<file path="src/rtl/conv_mac_kernel.sv">
// rtl/conv_mac_kernel.sv - pipelined fixed-point MAC convolution kernel with bias, ReLU and rounding
// Define CONV_SAT_EN to saturate the narrowed result instead of two's-complement wrapping.
module conv_mac_kernel #(
  parameter int DATA_WIDTH  = 16,
  parameter int FRAC_BITS   = 8,
  parameter int KERNEL_TAPS = 9
) (
  input  logic                          clk,
  input  logic                          rst_n,
  input  logic                          i_clear,
  input  logic                          i_valid,
  input  logic [DATA_WIDTH-1:0]         i_pixel,
  input  logic [DATA_WIDTH-1:0]         i_weight,
  input  logic [DATA_WIDTH-1:0]         i_bias,
  input  logic                          i_relu,
  output logic                          o_valid,
  output logic [DATA_WIDTH-1:0]         o_pixel,
  output logic [$clog2(KERNEL_TAPS):0]  o_tap_cnt
);
  localparam int ACC_WIDTH  = 2*DATA_WIDTH + $clog2(KERNEL_TAPS) + 1;
  localparam int CNT_WIDTH  = $clog2(KERNEL_TAPS) + 1;
  localparam int PROD_WIDTH = 2*DATA_WIDTH;
  // Half an output LSB; evaluates to zero when there are no fractional bits.
  localparam logic signed [ACC_WIDTH-1:0] RND = ACC_WIDTH'((2**FRAC_BITS)/2);

  logic                          accept, tap_first, tap_last;
  logic signed [PROD_WIDTH-1:0]  prod;

  logic                          s1_valid, s1_first, s1_last, s1_relu;
  logic signed [PROD_WIDTH-1:0]  s1_prod;
  logic signed [DATA_WIDTH-1:0]  s1_bias;

  logic                          s2_last, s2_relu;
  logic signed [ACC_WIDTH-1:0]   acc;

  logic signed [ACC_WIDTH-1:0]   prod_ext, bias_ext, r_shift, r_relu;
  logic [DATA_WIDTH-1:0]         result;

  assign accept    = i_valid && !i_clear;
  assign tap_first = (o_tap_cnt == '0);
  assign tap_last  = (o_tap_cnt == CNT_WIDTH'(KERNEL_TAPS-1));
  assign prod      = PROD_WIDTH'($signed(i_pixel)) * PROD_WIDTH'($signed(i_weight));
  assign prod_ext  = ACC_WIDTH'(s1_prod);
  assign bias_ext  = ACC_WIDTH'(s1_bias) <<< FRAC_BITS;

  always_ff @(posedge clk or negedge rst_n) begin
    if (!rst_n) begin
      o_tap_cnt <= '0;
    end else if (i_clear) begin
      o_tap_cnt <= '0;
    end else if (i_valid) begin
      o_tap_cnt <= tap_last ? '0 : o_tap_cnt + 1'b1;
    end
  end

  always_ff @(posedge clk or negedge rst_n) begin
    if (!rst_n) begin
      s1_valid <= 1'b0;
      s1_first <= 1'b0;
      s1_last  <= 1'b0;
      s1_relu  <= 1'b0;
      s1_prod  <= '0;
      s1_bias  <= '0;
    end else begin
      s1_valid <= accept;
      s1_last  <= accept && tap_last;
      if (accept) begin
        s1_first <= tap_first;
        s1_prod  <= prod;
        s1_bias  <= $signed(i_bias);
        s1_relu  <= i_relu;
      end
    end
  end

  // The first tap reseeds the accumulator, so abutting windows need no bubble.
  always_ff @(posedge clk or negedge rst_n) begin
    if (!rst_n) begin
      acc     <= '0;
      s2_last <= 1'b0;
      s2_relu <= 1'b0;
    end else begin
      s2_last <= !i_clear && s1_valid && s1_last;
      if (s1_valid) begin
        acc <= s1_first ? (bias_ext + prod_ext) : (acc + prod_ext);
        if (s1_last)
          s2_relu <= s1_relu;
      end
    end
  end

  always_comb begin
    r_shift = (acc + RND) >>> FRAC_BITS;
    r_relu  = (s2_relu && r_shift[ACC_WIDTH-1]) ? '0 : r_shift;
    result  = r_relu[DATA_WIDTH-1:0];
  end

`ifdef CONV_SAT_EN
  localparam logic signed [ACC_WIDTH-1:0] SAT_MAX =
    {{(ACC_WIDTH-DATA_WIDTH+1){1'b0}}, {(DATA_WIDTH-1){1'b1}}};
  localparam logic signed [ACC_WIDTH-1:0] SAT_MIN =
    {{(ACC_WIDTH-DATA_WIDTH+1){1'b1}}, {(DATA_WIDTH-1){1'b0}}};
  logic [DATA_WIDTH-1:0] narrowed;

  always_comb begin
    narrowed = result;
    if (r_relu > SAT_MAX)
      narrowed = DATA_WIDTH'(SAT_MAX);
    else if (r_relu < SAT_MIN)
      narrowed = DATA_WIDTH'(SAT_MIN);
  end
`else
  logic [DATA_WIDTH-1:0] narrowed;
  logic                  unused_r_hi;

  assign narrowed    = result;
  assign unused_r_hi = ^r_relu[ACC_WIDTH-1:DATA_WIDTH];
`endif

  // Stage 3 is not gated by i_clear: a result already past the accumulator still lands.
  always_ff @(posedge clk or negedge rst_n) begin
    if (!rst_n) begin
      o_valid <= 1'b0;
      o_pixel <= '0;
    end else begin
      o_valid <= s2_last;
      if (s2_last)
        o_pixel <= narrowed;
    end
  end

endmodule

</file>
<file path="config.mk">
export PLATFORM = sky130hd
export DESIGN_NAME = conv_mac_kernel
export DESIGN_NICKNAME = d
export VERILOG_FILES = /design/src/rtl/conv_mac_kernel.sv
export SDC_FILE = /design/constraint.sdc
export NUM_CORES = 1
export LEC_CHECK = 0
export BUFFER_PORTS_ARGS = -buffer_cell sky130_fd_sc_hd__buf_2
export CAP_MARGIN = 15
export CORE_MARGIN = 2
export CORE_UTILIZATION = 40
export CTS_CLUSTER_SIZE = 12
export DETAILED_ROUTE_END_ITERATION = 12
export SYNTH_ARGS = -nofsm -noshare
export SYNTH_HDL_FRONTEND = slang
export SYNTH_SLANG_ARGS = --single-unit
</file>
<file path="constraint.sdc">
create_clock -name clk -period 8.63 [get_ports clk]
set_input_delay 0.4315 -clock clk [delete_from_list [all_inputs] [get_ports clk]]
set_output_delay 0.4315 -clock clk [all_outputs]
set_load 0.1 [all_outputs]
</file>
==> results of run 1 <==
## critical path: stages
cell	delay [ns]
buf_2	0.26
nand2_1	0.18
fa_1	0.73
inv_1	0.10
fa_1	0.90
inv_1	0.21
fa_1	0.59
inv_1	0.06
fa_1	0.46
fa_1	0.54
inv_1	0.06
fa_1	0.52
inv_1	0.04
ha_1	0.34
nand2_1	0.09
o21ai_0	0.13
a21o_1	0.18
a21oi_1	0.16
a31oi_1	0.09
a2111oi_0	0.63
a21oi_1	0.17
xnor2_1	0.19
o21ai_1	0.07
## state kept, by name (all words and copies together), names as in the netlist
signal,cells
o_valid,1
s2_last,1
s1_prod,32
s1_valid,1
s2_relu,1
o_tap_cnt,5
acc,37
s1_last,1
s1_first,1
s1_relu,1
s1_bias,16
o_pixel,16
## cell families (layout without fill, tap and decap cells)
kind of cell,count (synthesis),after routing,synth area share
compound gates,357,357,0.129
xor+xnor,84,84,0.0417
fa+ha+maj,409,409,0.402
buf+inv,433,482,0.0922
flops,113,113,0.160
mux,7,7,0.00411
simple gates,627,627,0.171
## area by class of cell
| cell class | count | area share |
|---|---|---|
| Clock inverter | 14 | 0.00823 |
| Timing Repair Buffer | 81 | 0.0222 |
| Sequential cell | 113 | 0.148 |
| Tap cell | 585 | 0.0382 |
| Inverter | 370 | 0.0725 |
| Multi-Input combinational cell | 1484 | 0.689 |
| Clock buffer | 17 | 0.0222 |
## cell usage after synthesis, types with 5 or more instances
| master | n |
|---|---|
| inv_1 | 370 |
| nand2_1 | 266 |
| fa_1 | 264 |
| ha_1 | 145 |
| and2_1 | 120 |
| dfrtp_1 | 113 |
| a21oi_1 | 91 |
| nor2_1 | 90 |
| o21ai_0 | 88 |
| clkbuf_1 | 58 |
| xnor2_1 | 49 |
| a21o_1 | 42 |
| xor2_1 | 35 |
| nand3_1 | 34 |
| nand2b_1 | 23 |
| nor3_1 | 20 |
| and3_1 | 17 |
| o22ai_1 | 16 |
| o21a_1 | 14 |
| or3_1 | 14 |
| a211oi_1 | 13 |
| a31oi_1 | 13 |
| o211ai_1 | 11 |
| nor2b_1 | 10 |
| o21bai_1 | 10 |
| and4_1 | 7 |
| nand4_1 | 7 |
| a21boi_0 | 6 |
| a221o_1 | 6 |
| nor3b_1 | 6 |
| o31ai_1 | 6 |
| mux2i_1 | 5 |
## per-stage QoR
stage                util  setup WS (ns)  instance area (um^2)  instances
floorplan               -           1.93                 17700       2030
CTS                 0.442           1.72                 19100       2663
global route        0.442           1.24                 19200       2664
global placement    0.428           1.45                 18600       2632
finish              0.442           1.78                 19200       2664
detailed placement  0.428           1.26                 18600       2632
## routing by layer
| metal | GRT usage | share of wire | vias up | wire (um) |
|---|---|---|---|---|
| li1 | - | - | 6585 | - |
| met1 | 0.285 | 0.50 | 6494 | 21200 |
| met2 | 0.292 | 0.43 | 314 | 18400 |
| met3 | 0.0282 | 0.050 | 45 | 2120 |
| met4 | 0.0516 | 0.020 | 0 | 851 |
| met5 | 0 | 0 | - | 0 |
## path summary, 6_finish.rpt
path | endpoint | slack, ns
hold reg to reg | s1_relu | 0.47
hold / removal | acc[34] | 0.05
setup reg to reg | acc[33] | 5.22
setup / recovery | s1_prod[31] | 1.78
min in group clk | s1_bias[2] | 0.19
max in group asynchronous | s1_bias[2] | 7.32
==> reports/qor.txt, run 1 <==
Status = finished, final reports clean
Post-synth cell types = 65
CTS sink cnt = 113
Layout cells sized above 1 = 0.0611
Post-route DRC = 0
Synthesized net count = 2492
ANT cells = 0
Mean post-synth cell area = 8.69 um^2
Most common cell after layout, fill and taps aside = inv_1
Placer Congestion = 0.883
Crit path max fanout = 16
Via count = 13400
Fmax achieved = 146 MHz
Worst EP arrival = 7.13 ns
Synth Warn # = 0
Area leader, netlist = fa_1
Multi-input logic area = 13200 um^2
H-tree lvl count = 4
CTS tree = yes
Final HPWL DP = 34400 um
Initial antenna violation count = 0
Synthesized instance count = 2030
First-pass GRT wire length = 71600 um
Clock-pin slew on the worst setup and hold paths = 0.06 ns
Post-CTS Hold Fix Bufs = 0
Hold WC Path Type = in2async
Remaining Overflow, GRT = 0
Cell Area, Synth = 17700 um^2
Fin crit share = 0.793
Vias in the first global route = 13700
CORE AREA = 43400 um^2
Synth Register Bits = 113
Row cnt = 76
Ranking of synthesized cells by area = fa_1 (30%), dfrtp_1 (16%), ha_1 (10%)
RSZ-0062 raised after global routing = no
Final hold vios = 0
Period minus WS final = 6.85 ns
CTS Buf Count = 17
Routed length per instance = 16.0 um
Worst slew margin = 0.463
Total GRT Usage = 0.192
WHS = 0.0487 ns
Clock Latency Late Sink = 0.43 ns
Die area = 45800 um^2
Commonest non-fill, non-tap cells in the layout = inv_1 (370), nand2_1 (266), fa_1 (264)
CP startpoint kind = input pin
Max-cap violations = 0
Die Span Y = 214 um
Syn-to-layout area delta = 8.53%
Worst setup path start = i_weight[2]
Fin. max-slew vios = 0
Number of flops mapped to enable cells by yosys = 0
CTS resizes = 0
First-pass detailed-route iteration total = 5
Fin Setup TNS = 0 ns
Setup bufs post-CTS = 0
Critical path capture point type = register
Register area = 2830 um^2
Port Buffers = 74
Count of final setup violators = 0
Largest net degree at the start of global routing = 81
Die width = 214 um
Area share of the largest cell type after synthesis = 0.299
Root cell of the clock tree = clkbuf_16
Sequential area share after synthesis = 0.160
Post-route ant nets = 0
Top FF cell, synth = dfrtp_1
Net count, final = 2529
Max Clock Skew = 0.00757 ns
# IOs = 75
WS Path Type = in2reg
Detailed Route Iter0 Violations = 831
Starting Density = 0.407
Final wirelength = 42500 um
Fillers = 4317
CTS Buffer Depth = 2
Via/cell ratio = 5.04
Reg2Reg Depth = 12
Least-Margin Pin Slew = 0.805 ns
Worst Path Required = 8.91 ns
Post-synthesis async set-or-reset flop share = 1.00
Critical R2R Launch = s1_prod[8]
Power of run 1 is not shown: default switching activity piles up to over one toggle a cycle in this logic, so the estimate is an artifact.
==> inputs of run 2 (changes only) <==
clock period = 6.3 ns   (was 8.63 ns; I/O delays follow)
==> run 2 against run 1 <==
Clock skew up 0.0028 ns. Worst hold slack improved by 0.030 ns. Routed wire length increased by 4.6%. Via count increased by 1.9%. Final cell count increased by 1.7%.
==> reports/qor.txt, run 2 (same netlist as run 1, synthesis figures left out) <==
Top Registers = acc (37), s1_prod (32)
Die area = 45800 um^2 (unchanged)
Worst-path cell chain = buf_2, buf_4, and2_1, fa_1, inv_1, fa_1, fa_1, inv_1, fa_1, fa_1, inv_1, fa_1, inv_1, ha_1, and4_1, and3_1, or2_2, a22o_1, a21oi_1, o21ai_0, xnor2_1, o21ai_0
FF-to-FF setup slack = 2.84 ns (-2.38 ns)
Critical path capture point type = register
Max Clock Skew = 0.0104 ns (+0.00279 ns)
Port Buffers = 74 (unchanged)
Post-route ant nets = 0 (unchanged)
R2r endpoint = acc[35]
Clock Latency Late Sink = 0.43 ns (about the same)
First-pass GRT wire length = 74500 um (+4.0%)
Net count, final = 2573 (+1.7%)
Detailed Route Iter0 Violations = 745 (-10%)
Die Span Y = 214 um (unchanged)
Via count = 13700 (+1.9%)
Worst EP arrival = 6.18 ns (-0.95 ns)
Syn-to-layout area delta = 10.4%
ANT cells = 0 (unchanged)
Hold WC Path Type = in2reg
Dpl cells = 2676 (+1.7%)
CTS resizes = 0 (unchanged)
Post-CTS Hold Fix Bufs = 1 (+1)
Vias in the first global route = 14200 (+3.3%)
# IOs = 75 (unchanged)
CTS tree = yes
Critical R2R Launch = s1_prod[8]
Post-route insts no fill = 2709 (+1.7%)
RSZ-0062 raised after global routing = no
Max-cap violations = 0 (unchanged)
Final wirelength = 44500 um (+4.6%)
Routed length per instance = 16.4 um (+2.9%)
Util after Layout = 0.449 (+0.00765)
CTS sink cnt = 113 (unchanged)
CTS Buffer Depth = 2 (unchanged)
Count of final setup violators = 0 (unchanged)
Starting Density = 0.407 (unchanged)
CP startpoint kind = input pin
Least-Margin Pin Slew = 1.08 ns (+0.271 ns)
Worst setup path start = i_weight[4]
Fin crit share = 0.937
Setup bufs post-CTS = 0 (unchanged)
Largest net degree at the start of global routing = 81 (unchanged)
Most common cell after layout, fill and taps aside = inv_1
Crit path max fanout = 10 (-6)
Row cnt = 76 (unchanged)
Period minus WS final = 5.90 ns
H-tree lvl count = 4 (unchanged)
Max FFs per register = 37 (unchanged)
Post-route DRC = 0 (unchanged)
Fin Setup TNS = 0 ns (unchanged)
Layout cells sized above 1 = 0.0819 (+0.0208)
Via/cell ratio = 5.06 (+0.25%)
CTS Buf Count = 17 (unchanged)
Slowest cell on crit path = fa_1
Remaining Overflow, GRT = 0 (unchanged)
Final HPWL DP = 35700 um (+3.8%)
Root cell of the clock tree = clkbuf_16
Fin. max-slew vios = 0 (unchanged)
Initial antenna violation count = 0 (unchanged)
Commonest non-fill, non-tap cells in the layout = inv_1 (370), nand2_1 (266), fa_1 (262)
Cell mode on critical path = fa_1
Worst slew margin = 0.278 (-0.186)
Total GRT Usage = 0.199 (+0.00747)
Worst Setup EP = s1_prod[23]
First-pass detailed-route iteration total = 5 (unchanged)
CORE AREA = 43400 um^2 (unchanged)
Clock-pin slew on the worst setup and hold paths = 0.06 ns (about the same)
Worst Path Required = 6.57 ns (-2.34 ns)
Placer Congestion = 0.896 (+1.5%)
Top reg by flops = acc
Status = finished, final reports clean
Max incr delay on CP = 0.53 ns (-0.37 ns)
Die width = 214 um (unchanged)
Fmax achieved = 169 MHz
Final hold vios = 0 (unchanged)
Reg2Reg Depth = 12 (unchanged)
WS Path Type = in2reg
==> run 2: cell types whose count changed in the layout (fill, tap and decap cells not counted), sizes merged <==
cell,previous run,this run
buf,81,124
clkinv,2,5
clkinvlp,6,4
bufinv,2,1
clkbuf,17,18
dlygate4sd3,0,1
==> run 2: layer usage <==
layer / routed length, um / up-vias / track usage
met5: 0 / - / 0
met4: 732 / 0 / 0.0470
met3: 1880 / 51 / 0.0243
met2: 19900 / 308 / 0.311
met1: 21900 / 6676 / 0.296
li1: - / 6664 / -
==> run 2: area by class of cell <==
class,instances,area (um^2)
Sequential cell,113,2830
Clock buffer,18,439
Tap cell,585,732
Fill cell,4283,23900
Inverter,370,1390
Clock inverter,14,131
Multi-Input combinational cell,1484,13200
Timing Repair Buffer,125,758
==> run 2: worst min-delay path by stage <==
| stage | startpoint | to | slack (ns) | cells past startpoint |
|---|---|---|---|---|
| after global routing | i_bias[15] | s1_bias[15] | 0.09 | 3 |
| final | i_bias[0] | s1_bias[0] | 0.08 | 3 |
| after CTS | i_bias[0] | s1_bias[0] | 0.06 | 3 |
| after global placement | rst_n | acc[32] | 0.41 | 1 |
| after floorplan | rst_n | acc[0] | 0.02 | 0 |
| after detailed placement | rst_n | acc[32] | 0.42 | 1 |
==> run 2: per-stage QoR <==
stage | hold slack (ns) | setup slack, ns | instance area (um^2)
6_report | 0.0784 | 0.397 | 19500
3_3_place_gp | 0.411 | 0.0115 | 18900
4_1_cts | 0.0637 | 0.448 | 19500
3_5_place_dp | 0.416 | -0.0147 | 18900
2_1_floorplan | 0.0194 | 0.0653 | 17700
5_1_grt | 0.0861 | 0.151 | 19500
==> run 2: worst max-delay path, delay by kind of cell <==
kind | cells | cell delay (ns)
AO/OA/AOI/OAI | 4 | 0.84
adder cells (fa/ha/maj) | 7 | 3.30
buffers and inverters | 6 | 0.55
XOR/XNOR | 1 | 0.19
AND/OR/NAND/NOR | 4 | 0.98
Power of run 2 is left out for the same reason.
==> inputs of run 3 (changes only) <==
clock period = 5.75 ns   (was 6.3 ns; I/O delays follow)
==> run 3 against run 2 <==
Critical path depth down 2. Register-to-register slack got worse by 0.47 ns. Non-clock buffer count grew 87. Critical path type unchanged. Highest routed layer unchanged.
==> reports/qor.txt, run 3 (same netlist as run 1, synthesis figures left out) <==
Clock-pin slew on the worst setup and hold paths = 0.06 ns (about the same)
Least-Margin Pin Slew = 1.14 ns (+0.0618 ns)
Root cell of the clock tree = clkbuf_16
Crit path max fanout = 14 (+4)
Largest net degree at the start of global routing = 71 (-12%)
Util after Layout = 0.471 (+0.0218)
Max Clock Skew = 0.00812 ns (-0.00224 ns)
# IOs = 75 (unchanged)
FF-to-FF setup slack = 2.37 ns (-0.47 ns)
Max-cap violations = 0 (unchanged)
Top Registers = acc (37), s1_prod (32)
Die Span Y = 214 um (unchanged)
Net count, final = 2660 (+3.4%)
CTS Buf Count = 17 (unchanged)
Fillers = 4290 (+0.16%)
Layout cells sized above 1 = 0.131 (+0.0488)
Top reg by flops = acc
Period minus WS final = 5.51 ns
Remaining Overflow, GRT = 0 (unchanged)
H-tree lvl count = 4 (unchanged)
Die width = 214 um (unchanged)
CTS tree = yes
Post-route ant nets = 0 (unchanged)
Post-route insts no fill = 2796 (+3.2%)
Critical path capture point type = register
Fmax achieved = 181 MHz
Detailed Route Iter0 Violations = 623 (-16%)
Slowest cell on crit path = fa_1
Worst Path Required = 6.02 ns (-0.55 ns)
CTS sink cnt = 113 (unchanged)
Placer Congestion = 0.915 (+2.2%)
Max incr delay on CP = 0.54 ns (about the same)
CTS Buffer Depth = 2 (unchanged)
First-pass detailed-route iteration total = 5 (unchanged)
ANT cells = 0 (unchanged)
Status = finished, final reports clean
Clock Latency Late Sink = 0.43 ns (about the same)
Worst EP arrival = 5.79 ns (-0.39 ns)
First-pass GRT wire length = 72700 um (-2.4%)
Hold WC Path Type = in2reg
Final hold vios = 0 (unchanged)
Most common cell after layout, fill and taps aside = inv_1
CORE AREA = 43400 um^2 (unchanged)
Row cnt = 76 (unchanged)
Via/cell ratio = 4.97 (-1.7%)
Starting Density = 0.407 (unchanged)
Commonest non-fill, non-tap cells in the layout = inv_1 (367), nand2_1 (261), fa_1 (259)
Initial antenna violation count = 0 (unchanged)
Vias in the first global route = 14500 (+2.1%)
Via count = 13900 (+1.4%)
Die area = 45800 um^2 (unchanged)
Cell mode on critical path = fa_1
CP startpoint kind = input pin
Count of final setup violators = 0 (unchanged)
Worst slew margin = 0.236 (-0.0414)
Final HPWL DP = 35900 um (+0.70%)
Max FFs per register = 37 (unchanged)
Post-route DRC = 0 (unchanged)
WS Path Type = in2reg
Dpl cells = 2761 (+3.2%)
Fin. max-slew vios = 0 (unchanged)
Routed length per instance = 15.3 um (-6.5%)
Syn-to-layout area delta = 15.8%
Final wirelength = 42900 um (-3.5%)
Fin crit share = 0.959
Port Buffers = 74 (unchanged)
Worst-path cell chain = buf_6, and2_4, fa_1, inv_1, fa_1, fa_1, fa_1, inv_1, fa_1, fa_1, ha_1, a21o_1, a21o_1, a22o_1, o211ai_1, a31oi_2, a2111oi_4, buf_4, xor2_1, o21ai_0
Total GRT Usage = 0.193 (-0.00691)
run 3: what timing repair did:
action / in CTS / in global routing
hold buffers: 1 / 0
buffers inserted: 0 / 2
endpoints found under the hold margin: 51 / 0
endpoints found under the setup margin: 0 / 8
gates resized for setup: 0 / 50
run 3: area by class of cell:
type                    instances  area, um^2  share of cell area
multi-input cells            1484       13400               0.654
flip-flops and latches        113        2830               0.138
repair buffers                212        1510              0.0737
inverters                     370        1390              0.0680
well taps                     585         732              0.0358
clock buffers                  19         453              0.0222
clock inverters                13         161             0.00790
run 3: path summary, 6_finish.rpt:
kind | from | endpoint | cells past startpoint
worst max-delay path | i_weight[6] | s1_prod[29] | 20
worst min-delay path | i_bias[3] | s1_bias[3] | 3
worst max register to register | s1_prod[8] | acc[35] | 12
worst min register to register | s1_relu | s1_relu | 2
max in group asynchronous | rst_n | s1_valid | 3
min in group asynchronous | rst_n | o_pixel[2] | 2
run 3: critical path, delay by kind of cell:
family,cells,cell delay [ns]
adders and majority gates,7,3.37
buffers and inverters,4,0.41
xor gates and xnor gates,1,0.12
AOI/OAI and AO/OA,7,1.43
and+or+nand+nor,1,0.17
run 3: stage by stage:
step           setup TNS, ns  setup WS (ns)  hold WS [ns]  cell area, um^2
3_3_place_gp           -1.92         -0.312         0.376            19600
6_report                   0          0.237        0.0515            20400
5_1_grt              -0.0384        -0.0268        0.0410            20400
3_5_place_dp           -3.25         -0.398         0.377            19600
2_1_floorplan        -0.0182        -0.0151      -0.00809            17800
4_1_cts                    0         0.0238        0.0355            20300
run 3: per-layer routing:
layer / share of wire / GRT usage / vias up
li1: - / - / 6847
met1: 0.50 / 0.278 / 6730
met2: 0.45 / 0.312 / 271
met3: 0.036 / 0.0207 / 45
met4: 0.011 / 0.0433 / 0
met5: 0 / 0 / -
Power of run 3 is left out for the same reason.
